### src/rtl/alu_pkg.sv
// alu_pkg -- shared encodings for the multi-cycle ALU control block.
//   aluop_e : main-control opcode class
//   func_e  : R-type function field, also used as the unified operation class
//   aluctr_e: ALU micro-operation codes driven to the datapath
//   state_e : sequencer states
package alu_pkg;

  typedef enum logic [2:0] {
    CTR_AND  = 3'b000,
    CTR_OR   = 3'b001,
    CTR_ADD  = 3'b010,
    CTR_SUB  = 3'b011,
    CTR_XOR  = 3'b100,
    CTR_SLT  = 3'b101,
    CTR_SLL1 = 3'b110,
    CTR_PASS = 3'b111
  } aluctr_e;

  typedef enum logic [2:0] {
    OP_RTYPE = 3'b000,
    OP_ADD   = 3'b001,
    OP_SUB   = 3'b010,
    OP_AND   = 3'b011,
    OP_OR    = 3'b100,
    OP_SLT   = 3'b101,
    OP_MUL   = 3'b110,
    OP_SLL   = 3'b111
  } aluop_e;

  typedef enum logic [2:0] {
    FN_ADD = 3'b000,
    FN_SUB = 3'b001,
    FN_AND = 3'b010,
    FN_OR  = 3'b011,
    FN_SLT = 3'b100,
    FN_XOR = 3'b101,
    FN_MUL = 3'b110,
    FN_SLL = 3'b111
  } func_e;

  typedef enum logic [1:0] {
    ST_IDLE = 2'b00,
    ST_MUL  = 2'b01,
    ST_SHF  = 2'b10
  } state_e;

endpackage

### src/rtl/alucontrol_dec.sv
// alucontrol_dec -- purely combinational opcode decode.
//   aluop  : main-control opcode class (R-type defers to func)
//   func   : R-type function field
//   ctr    : single-cycle ALU micro-op (PASS for MUL and SLL)
//   is_mul : request is a multiply
//   is_sll : request is a shift-left-logical
module alucontrol_dec
  import alu_pkg::*;
(
  input  logic [2:0] aluop,
  input  logic [2:0] func,
  output aluctr_e    ctr,
  output logic       is_mul,
  output logic       is_sll
);

  func_e op;

  // Fold the aluop classes onto the func encoding so the micro-op mapping
  // below is written only once.
  // NOTE: every signal driven here gets a default first so no path can leave
  // it unassigned, which would otherwise infer a latch.
  always_comb begin
    op = FN_ADD;
    case (aluop_e'(aluop))
      OP_RTYPE: op = func_e'(func);
      OP_ADD:   op = FN_ADD;
      OP_SUB:   op = FN_SUB;
      OP_AND:   op = FN_AND;
      OP_OR:    op = FN_OR;
      OP_SLT:   op = FN_SLT;
      OP_MUL:   op = FN_MUL;
      OP_SLL:   op = FN_SLL;
      default:  op = FN_ADD;
    endcase
  end

  always_comb begin
    ctr    = CTR_PASS;
    is_mul = 1'b0;
    is_sll = 1'b0;
    case (op)
      FN_ADD:  ctr = CTR_ADD;
      FN_SUB:  ctr = CTR_SUB;
      FN_AND:  ctr = CTR_AND;
      FN_OR:   ctr = CTR_OR;
      FN_SLT:  ctr = CTR_SLT;
      FN_XOR:  ctr = CTR_XOR;
      FN_MUL:  is_mul = 1'b1;
      FN_SLL:  is_sll = 1'b1;
      default: ctr = CTR_PASS;
    endcase
  end

endmodule

### src/rtl/multicycle_alucontrol.sv
// multicycle_alucontrol -- ALU control sequencer for a multi-cycle datapath.
// Single-cycle ops issue one micro-op the cycle after acceptance; MUL runs
// DATA_W shift/add steps driven by mul_bit; SLL runs shamt SLL1 steps.
//   clk, reset   : clock, asynchronous active-high reset
//   in_valid     : request present on aluop/func/shamt
//   in_ready     : request accepted when in_valid && in_ready at a rising edge
//   aluop, func  : opcode class and R-type function field
//   shamt        : shift amount for SLL requests
//   mul_bit      : current multiplier LSB, used during MUL steps
//   aluctr       : ALU micro-op for this cycle
//   uop_valid    : aluctr is live this cycle
//   shift_en     : datapath shifts multiplier/product registers this cycle
//   busy         : a multi-cycle operation is in progress
//   done         : last micro-op of the accepted request is issued this cycle
module multicycle_alucontrol
  import alu_pkg::*;
#(
  parameter int DATA_W  = 32,
  parameter int SHAMT_W = $clog2(DATA_W)
) (
  input  logic               clk,
  input  logic               reset,
  input  logic               in_valid,
  output logic               in_ready,
  input  logic [2:0]         aluop,
  input  logic [2:0]         func,
  input  logic [SHAMT_W-1:0] shamt,
  input  logic               mul_bit,
  output logic [2:0]         aluctr,
  output logic               uop_valid,
  output logic               shift_en,
  output logic               busy,
  output logic               done
);

  state_e             state, state_d;
  logic [SHAMT_W-1:0] cnt, cnt_d;
  // Pending single-cycle issue, presented the cycle after acceptance.
  logic               issue, issue_d;
  aluctr_e            issue_ctr, issue_ctr_d;

  aluctr_e dec_ctr, ctr_out;
  logic    dec_mul, dec_sll;
  logic    accept;

  alucontrol_dec u_dec (
    .aluop  (aluop),
    .func   (func),
    .ctr    (dec_ctr),
    .is_mul (dec_mul),
    .is_sll (dec_sll)
  );

  assign in_ready = (state == ST_IDLE);
  assign busy     = (state != ST_IDLE);
  assign accept   = in_valid && in_ready;
  assign aluctr   = ctr_out;

  // NOTE: state updates use non-blocking assignments so every register samples
  // values from before the edge regardless of statement order.
  // NOTE: reset is asynchronous; all outputs are derived from these registers,
  // so they take their idle values as soon as reset rises.
  always_ff @(posedge clk or posedge reset) begin
    if (reset) begin
      state     <= ST_IDLE;
      cnt       <= '0;
      issue     <= 1'b0;
      issue_ctr <= CTR_PASS;
    end else begin
      state     <= state_d;
      cnt       <= cnt_d;
      issue     <= issue_d;
      issue_ctr <= issue_ctr_d;
    end
  end

  always_comb begin
    state_d     = state;
    cnt_d       = cnt;
    issue_d     = 1'b0;
    issue_ctr_d = CTR_PASS;
    ctr_out     = CTR_PASS;
    uop_valid   = 1'b0;
    shift_en    = 1'b0;
    done        = 1'b0;

    case (state)
      ST_IDLE: begin
        if (issue) begin
          ctr_out   = issue_ctr;
          uop_valid = 1'b1;
          done      = 1'b1;
        end
        if (accept) begin
          if (dec_mul) begin
            state_d = ST_MUL;
            cnt_d   = SHAMT_W'(DATA_W - 1);
          end else if (dec_sll && (shamt != '0)) begin
            state_d = ST_SHF;
            cnt_d   = shamt - 1'b1;
          end else begin
            // SLL by zero falls through here; the decoder gives PASS for it.
            issue_d     = 1'b1;
            issue_ctr_d = dec_ctr;
          end
        end
      end

      ST_MUL: begin
        uop_valid = 1'b1;
        shift_en  = 1'b1;
        ctr_out   = mul_bit ? CTR_ADD : CTR_PASS;
        done      = (cnt == '0);
        if (done) state_d = ST_IDLE;
        else      cnt_d   = cnt - 1'b1;
      end

      ST_SHF: begin
        uop_valid = 1'b1;
        ctr_out   = CTR_SLL1;
        done      = (cnt == '0);
        if (done) state_d = ST_IDLE;
        else      cnt_d   = cnt - 1'b1;
      end

      default: state_d = ST_IDLE;
    endcase
  end

endmodule
### config.mk
export PLATFORM = sky130hd
export DESIGN_NAME = multicycle_alucontrol
export DESIGN_NICKNAME = d
export VERILOG_FILES = /design/src/rtl/alu_pkg.sv /design/src/rtl/alucontrol_dec.sv /design/src/rtl/multicycle_alucontrol.sv
export SDC_FILE = /design/constraint.sdc
export NUM_CORES = 1
export LEC_CHECK = 0
export CAP_MARGIN = 15
export CORE_MARGIN = 4
export CORE_UTILIZATION = 40
export DETAILED_ROUTE_END_ITERATION = 7
export PLACE_DENSITY = 0.66
export SLEW_MARGIN = 20
export SYNTH_ARGS = -nofsm -noshare
export SYNTH_HDL_FRONTEND = slang
export SYNTH_SLANG_ARGS = --single-unit
### constraint.sdc
create_clock -name clk -period 2.1 [get_ports clk]
set_input_delay 0.315 -clock clk [delete_from_list [all_inputs] [get_ports clk]]
set_output_delay 0.315 -clock clk [all_outputs]
set_load 0.01 [all_outputs]
==> impl_metrics.tcl, run 1 <==
set metrics [dict create \
    outcome "finished clean" \
    cts.clk_slew.worst_paths_ns 0.07 \
    syn2layout_area_growth_pct 45.0 \
    final_max_slew_viol_count 0 \
    cts_buffer_depth 2 \
    grt_pass1_wl_um 4380 \
    vias_per_cell 5.31 \
    dp_hpwl_um 2120 \
    overflow 0 \
    worstPathArrival_ns 1.68 \
    initial_core_util 0.422 \
    ys_types 43 \
    synth_edf_count 0 \
    synthCells 125 \
    fmax_mhz 501 \
    p_per_area_mw_per_mm2 948 \
    drt-initial-drc-count 16 \
    place_inst 193 \
    final_area_mm2 0.00152 \
    pin_count 23 \
    core_area_mm2 0.00248 \
    grt_pass1_vias 1034 \
    io_buffers 22 \
    crit_type "reg2out" \
    grt_max_degree 17 \
    postCtsHoldBufs 0 \
    synth_seq_area_share 0.267 \
    hold_viol_final 0 \
    synth_ff_type "dfrtp_1" \
    cts-buffers-inserted 3 \
    start_kind "register" \
    cp_max_fo 8 \
    ant_nets 0 \
    ys_warn_count 0 \
    synth_fp_nets 147 \
    routed_wl_um 2610 \
    diodes 0 \
    post_dp_cell_area_mm2 0.00143 \
    ctsHtreeMaxLevel 1 \
    nets 191 \
    fin_cells 198 \
    r2r-start "state[0]" \
    wire_per_inst_um 13.2 \
    worst_pin_slew_ns 0.426 \
    worst_ep_required_time_ns 1.78 \
    final_common_cell "buf_4" \
    worstHoldPathType "in2async" \
    vias 1051 \
    r2r_cells 6 \
    r2r_slack_ns 0.40 \
    dp_slack_ns -0.298 \
    die_w_um 59.1 \
    mostFrequentLayoutCells "23 x buf_4, 17 x clkdlybuf4s50_1, 11 x a21oi_1" \
    track_usage 0.166 \
    vdd_drop_max_mv 0.515 \
    fin_ws_ns 0.104 \
    cts_root_buf "clkbuf_4" \
    avgSynthCellArea_um2 8.36 \
    synth_area_mm2 0.00104 \
    period_needed_ns 2.00 \
    skew_ns 0.00134 \
    grt_antenna_before_repair 0 \
    dieArea_mm2 0.00349 \
    whs_ns 0.321 \
    cp-end-kind "output pin" \
    first_pass_iters 4 \
    max_slew_margin 0.715 \
    cts.sinks 11 \
    fin_crit_sh 0.951 \
    clk_latency_ns 0.28 \
    async_reset_ff_frac 1.00 \
    rows 18 \
    gp_congestion 0.906 \
    rr_endpoint "cnt[1]" \
    die_y_um 59.1 \
    cts_tree "built" \
    utilization 0.612 \
    yosys_register_bits 11 \
    setup_violations 0 \
    grt_setup_unrepaired "false" \
    p_leak_nw 0.705 \
    cap_violations 0 \
    drive_gt1_frac 0.286 \
    route.detailed.drc 0 \
]
critical path, stage by stage, from the launching register on:
cell and delay, ns:
dfrtp_1 0.40, inv_2 0.08, ha_4 0.19, inv_2 0.08, buf_4 0.13, clkdlybuf4s50_1 0.53
cell type report:
| class | count | area (um2) |
|---|---|---|
| well taps | 30 | 37.5 |
| inverters | 13 | 48.8 |
| flip-flops and latches | 11 | 279 |
| repair buffers | 45 | 398 |
| multi-input cells | 95 | 726 |
| fillers | 232 | 962 |
| clock buffers | 4 | 26.3 |
per-stage QoR:
step	total power, mW	setup TNS [ns]
finish	1.44	0
detailed placement	1.23	-1.13
CTS	1.43	0
global placement	1.22	-0.663
floorplan	0.851	0
global route	1.55	0
state kept, by name, summed over array words and instances, names as in the netlist:
name / count
cnt: 5
state: 2
issue: 1
issue_ctr: 3
routing by layer:
layer  track usage  routed length (um)  up-vias
li1              -                   -      536
met1         0.198                1060      475
met2         0.281                1310       36
met3       0.00871                 159        4
met4         0.120                  75        0
met5             0                   0        -
cell usage after synthesis, types with 3 or more instances:
master	instances	share of area
a21oi_1	11	0.053
buf_2	3	0.014
dfrtp_1	8	0.19
dfstp_2	3	0.075
ha_1	7	0.084
inv_1	13	0.047
nand2_1	10	0.036
nand3_1	5	0.024
nor2_1	9	0.032
nor3_1	3	0.014
nor3b_1	3	0.022
o21ai_0	9	0.043
o22ai_1	5	0.030
kinds of logic after synthesis:
family | after synthesis | share of synthesized area
buffers and inverters | 19 | 0.0790
muxes | 3 | 0.0299
adders and majority gates | 7 | 0.0838
xor gates and xnor gates | 4 | 0.0335
AOI/OAI and AO/OA | 37 | 0.238
DFF | 11 | 0.267
and+or+nand+nor | 44 | 0.268
timing repair:
action | 4_1_cts | 5_1_grt
pin swaps | 1 | 3
endpoints found under the setup margin | 7 | 9
hold endpoints to repair | 0 | 0
setup buffers | 1 | 0
gates resized for setup | 5 | 14
worst max path at each step:
stage / start / endpoint
floorplan: state[0] / cnt[1]
global placement: shamt[0] / cnt[1]
detailed placement: shamt[0] / cnt[1]
CTS: cnt[0] / done
global route: state[1] / aluctr[1]
finish: state[1] / busy
power breakdown:
part | leakage [nW] | switching [mW] | total (mW) | internal, mW
Sequential | 0.124 | 0.0752 | 0.365 | 0.289
Clock | 0.0150 | 0.0754 | 0.149 | 0.0739
Combinational | 0.566 | 0.441 | 0.922 | 0.481
(Power assumes the default switching activity.)
==> inputs of run 2 (changes only) <==
- CORE_UTILIZATION: 40 -> 45
- PLACE_DENSITY: 0.66 -> 0.72
==> impl_metrics.tcl, run 2 (synthesis results as in run 1) <==
set metrics [dict create \
    outcome "finished clean" \
    fmax_mhz 495 \
    r2r_cells 8 \
    setup_violations 0 \
    crit_path_top_delay_cell "clkdlybuf4s50_1" \
    start_kind "input port" \
    overflow 0 \
    cts-buffers-inserted 3 \
    max_slew_margin 0.728 \
    cts_tree "built" \
    drive_gt1_frac 0.292 \
    pin_count 23 \
    rr_endpoint "cnt[1]" \
    initial_core_util 0.472 \
    p_per_area_mw_per_mm2 961 \
    drt-initial-drc-count 23 \
    nets 194 \
    r2r-start "cnt[0]" \
    crit_chain "clkdlybuf4s50_1, nor4b_4, a22oi_2, a32oi_2, nand2b_4, mux2_1" \
    track_usage 0.171 \
    period_needed_ns 2.02 \
    reg_top3 "cnt: 5 flops, issue_ctr: 3 flops, state: 2 flops" \
    r2r_slack_ns 0.30 \
    io_buffers 22 \
    path_delay_family "simple AND/OR/NAND/NOR gates" \
    vdd_drop_max_mv 0.555 \
    cp-end-kind "register" \
    cap_violations 0 \
    mostFrequentLayoutCells "26 x buf_4, 19 x clkdlybuf4s50_1, 10 x nand2_1" \
    core_area_mm2 0.00221 \
    worst_ep_required_time_ns 2.25 \
    place_inst 192 \
    ant_nets 0 \
    worstHoldPathType "in2async" \
    diodes 0 \
    dp_hpwl_um 2110 \
    fin_crit_sh 0.961 \
    grt_max_degree 17 \
    syn2layout_area_growth_pct 47.2 \
    final_common_cell "buf_4" \
    die_w_um 56.2 \
    grt_pass1_vias 991 \
    hold_viol_final 0 \
    crit_type "in2reg" \
    die_y_um 56.2 \
    final_max_slew_viol_count 0 \
    grt_pass1_wl_um 4360 \
    grt_antenna_before_repair 0 \
    cpPeakStageDelay_ns 0.46 \
    first_pass_iters 4 \
    dieArea_mm2 0.00316 \
    wire_per_inst_um 13.5 \
    cts.clk_slew.worst_paths_ns 0.07 \
    worstPathArrival_ns 2.17 \
    ctsHtreeMaxLevel 1 \
    cp_max_fo 4 \
    clk_latency_ns 0.27 \
    vias 1086 \
    route.detailed.drc 0 \
    rows 17 \
    gp_congestion 0.857 \
    whs_ns 0.320 \
    vias_per_cell 5.46 \
    cts_buffer_depth 2 \
    cts.sinks 11 \
    crit_buf_inv 1 \
    top_register "cnt" \
    skew_ns 0.00414 \
    fin_cells 199 \
    largest_register_ff_count 5 \
    p_leak_nw 0.707 \
    worst_pin_slew_ns 0.407 \
    routed_wl_um 2680 \
    cts_root_buf "clkbuf_4" \
]
[run 2: power breakdown]
part	internal, mW	switching (mW)
Combinational	0.510	0.459
Clock	0.0737	0.0700
Sequential	0.290	0.0750
[run 2: per-layer routing]
metal | wire, um | up-vias | track usage
li1 | - | 541 | -
met1 | 1130 | 498 | 0.222
met2 | 1350 | 40 | 0.290
met3 | 140 | 7 | 0.0116
met4 | 59 | 0 | 0.0712
met5 | 0 | - | 0
[run 2: metrics by stage]
stage | utilization | total power, mW | worst slack, ns | instance area, um2 | TNS (ns)
2_1_floorplan | - | 0.851 | 0.158 | 1040 | 0
3_3_place_gp | 0.650 | 1.23 | -0.143 | 1440 | -0.523
3_5_place_dp | 0.650 | 1.25 | -0.242 | 1440 | -0.900
4_1_cts | 0.671 | 1.43 | 0.0311 | 1490 | 0
5_1_grt | 0.695 | 1.59 | -0.00114 | 1540 | -0.00114
6_report | 0.695 | 1.48 | 0.0813 | 1540 | 0
[run 2: cell type report]
class / instances / area, um2
inverters: 13 / 48.8
flip-flops and latches: 11 / 279
clock buffers: 4 / 26.3
well taps: 28 / 35.0
repair buffers: 48 / 420
multi-input cells: 95 / 728
fillers: 186 / 674
[run 2: worst reg2reg max path, delay by kind of cell, from the launching register on]
family / cells / cell delay, ns
AND/OR/NAND/NOR: 3 / 0.42
flip-flops: 1 / 0.39
buffers and inverters: 3 / 0.36
multiplexers: 1 / 0.34
adder cells (fa/ha/maj): 1 / 0.18
[run 2: what timing repair did]
item / CTS / global route
setup endpoints to repair: 6 / 8
gates resized for setup: 4 / 12
hold buffers: 0 / 0
buffers inserted: 0 / 3
pin swaps: 0 / 3
[run 2: worst max path at each step]
stage                   from  endpoint  slack [ns]  cells past startpoint
floorplan           state[0]    cnt[1]        0.16                      8
global placement    shamt[0]    cnt[1]       -0.14                      8
detailed placement  shamt[1]    cnt[1]       -0.24                      8
CTS                 shamt[1]    cnt[1]        0.03                      8
global route          cnt[0]      done      -0.001                      6
finish              shamt[2]    cnt[1]        0.08                      6
==> inputs of run 3 (changes only) <==
- CORE_MARGIN: 4 -> not set
- CORE_UTILIZATION: 45 -> 50
- PLACE_DENSITY: 0.72 -> 0.79
==> impl_metrics.tcl, run 3 (synthesis results as in run 1) <==
set metrics [dict create \
    outcome "finished clean" \
    setup_violations 0 \
    top_register "cnt" \
    ant_nets 0 \
    grt_antenna_before_repair 0 \
    syn2layout_area_growth_pct 42.8 \
    r2r-start "cnt[0]" \
    skew_ns 0.00479 \
    seq_area_um2 279 \
    cap_violations 0 \
    vias_per_cell 5.33 \
    dieArea_mm2 0.00228 \
    mostFrequentLayoutCells "22 x buf_4, 20 x clkdlybuf4s50_1, 11 x a21oi_1" \
    cts.sinks 11 \
    place_inst 188 \
    largest_register_ff_count 5 \
    die_y_um 47.7 \
    period_needed_ns 2.03 \
    cts.clk_slew.worst_paths_ns 0.07 \
    worstHoldPathType "in2async" \
    cpPeakStageDelay_ns 0.42 \
    grt_pass1_vias 911 \
    path_delay_family "simple AND/OR/NAND/NOR gates" \
    rows 16 \
    rr_endpoint "state[1]" \
    crit_chain "clkdlybuf4s50_1, inv_1, ha_1, nor4b_4, a22oi_2, a32oi_2, nand2b_4, mux2_1" \
    fillers 154 \
    dp_hpwl_um 1940 \
    ctsHtreeMaxLevel 1 \
    grt_pass1_wl_um 3830 \
    max_slew_margin 0.729 \
    drive_gt1_frac 0.269 \
    diodes 0 \
    drt-initial-drc-count 23 \
    postCtsHoldBufs 0 \
    track_usage 0.235 \
    r2r_cells 7 \
    overflow 0 \
    p_per_area_mw_per_mm2 968 \
    fin_crit_sh 0.966 \
    utilization 0.760 \
    r2r_slack_ns 0.38 \
    crit_path_top_delay_cell "clkdlybuf4s50_1" \
    hold_viol_final 0 \
    core_area_mm2 0.00196 \
    clk_latency_ns 0.27 \
    route.detailed.drc 0 \
    final_max_slew_viol_count 0 \
    fin_cells 194 \
    reg_top3 "cnt: 5 flops, issue_ctr: 3 flops, state: 2 flops" \
    multi_input_area_um2 721 \
    gp_congestion 0.876 \
    grt_max_degree 17 \
    final_common_cell "buf_4" \
    io_buffers 22 \
    cts-buffers-inserted 3 \
    crit_buf_inv 2 \
    p_leak_nw 0.676 \
    start_kind "input port" \
    worst_pin_slew_ns 0.407 \
    crit_type "in2reg" \
    vdd_drop_max_mv 0.643 \
    cts_tree "built" \
    fmax_mhz 493 \
    first_pass_iters 4 \
    worstPathArrival_ns 2.18 \
    die_w_um 47.7 \
    wire_per_inst_um 12.4 \
    vias 1034 \
    cp-end-kind "register" \
    cts_buffer_depth 2 \
    pin_count 23 \
    initial_core_util 0.533 \
    nets 190 \
    routed_wl_um 2410 \
    cp_max_fo 4 \
    worst_ep_required_time_ns 2.25 \
    cts_root_buf "clkbuf_4" \
]
-- run 3: timing repair --
action | CTS | global route
gates resized for setup | 4 | 10
buffers inserted | 1 | 1
setup endpoints to repair | 4 | 11
hold endpoints to repair | 0 | 0
pin swaps | 1 | 3
-- run 3: worst max path at each step --
stage                     slack [ns]      from  endpoint  depth (start not counted)
after CTS                       0.02  shamt[0]    cnt[1]                          8
after detailed placement       -0.29  shamt[0]    cnt[1]                          8
after global routing          -0.002  shamt[1]    cnt[1]                          8
after global placement         -0.20  shamt[0]    cnt[1]                          8
after floorplan                 0.16  state[0]    cnt[1]                          8
final                           0.07  shamt[1]    cnt[1]                          8
-- run 3: stage by stage --
stage	worst slack, ns	power (mW)	TNS, ns	hold slack, ns	area [um2]
floorplan	0.158	0.851	0	0.165	1040
global placement	-0.196	1.19	-0.512	0.502	1420
detailed placement	-0.293	1.22	-1.01	0.516	1420
CTS	0.0197	1.39	0	0.339	1460
global route	-0.00246	1.56	-0.00246	0.371	1490
finish	0.0720	1.44	0	0.325	1490
-- run 3: where the power goes --
part           internal, mW  total [mW]  switching [mW]
Clock                0.0735       0.141          0.0672
Combinational         0.486       0.938           0.452
Sequential            0.290       0.364          0.0750
Total                 0.849        1.44           0.594
-- run 3: layer usage --
| layer | track usage | wire length [um] | share of wire |
|---|---|---|---|
| met3 | 0.0226 | 117 | 0.049 |
| met1 | 0.303 | 1090 | 0.45 |
| met2 | 0.414 | 1170 | 0.48 |
| met4 | 0.0667 | 32 | 0.013 |
| met5 | 0 | 0 | 0 |
-- run 3: cell type report --
type | instances | share of cell area
clock buffer | 4 | 0.0176
inverter | 13 | 0.0327
multi-input combinational | 95 | 0.483
sequential | 11 | 0.187
tap | 27 | 0.0227
timing repair buffer | 44 | 0.257
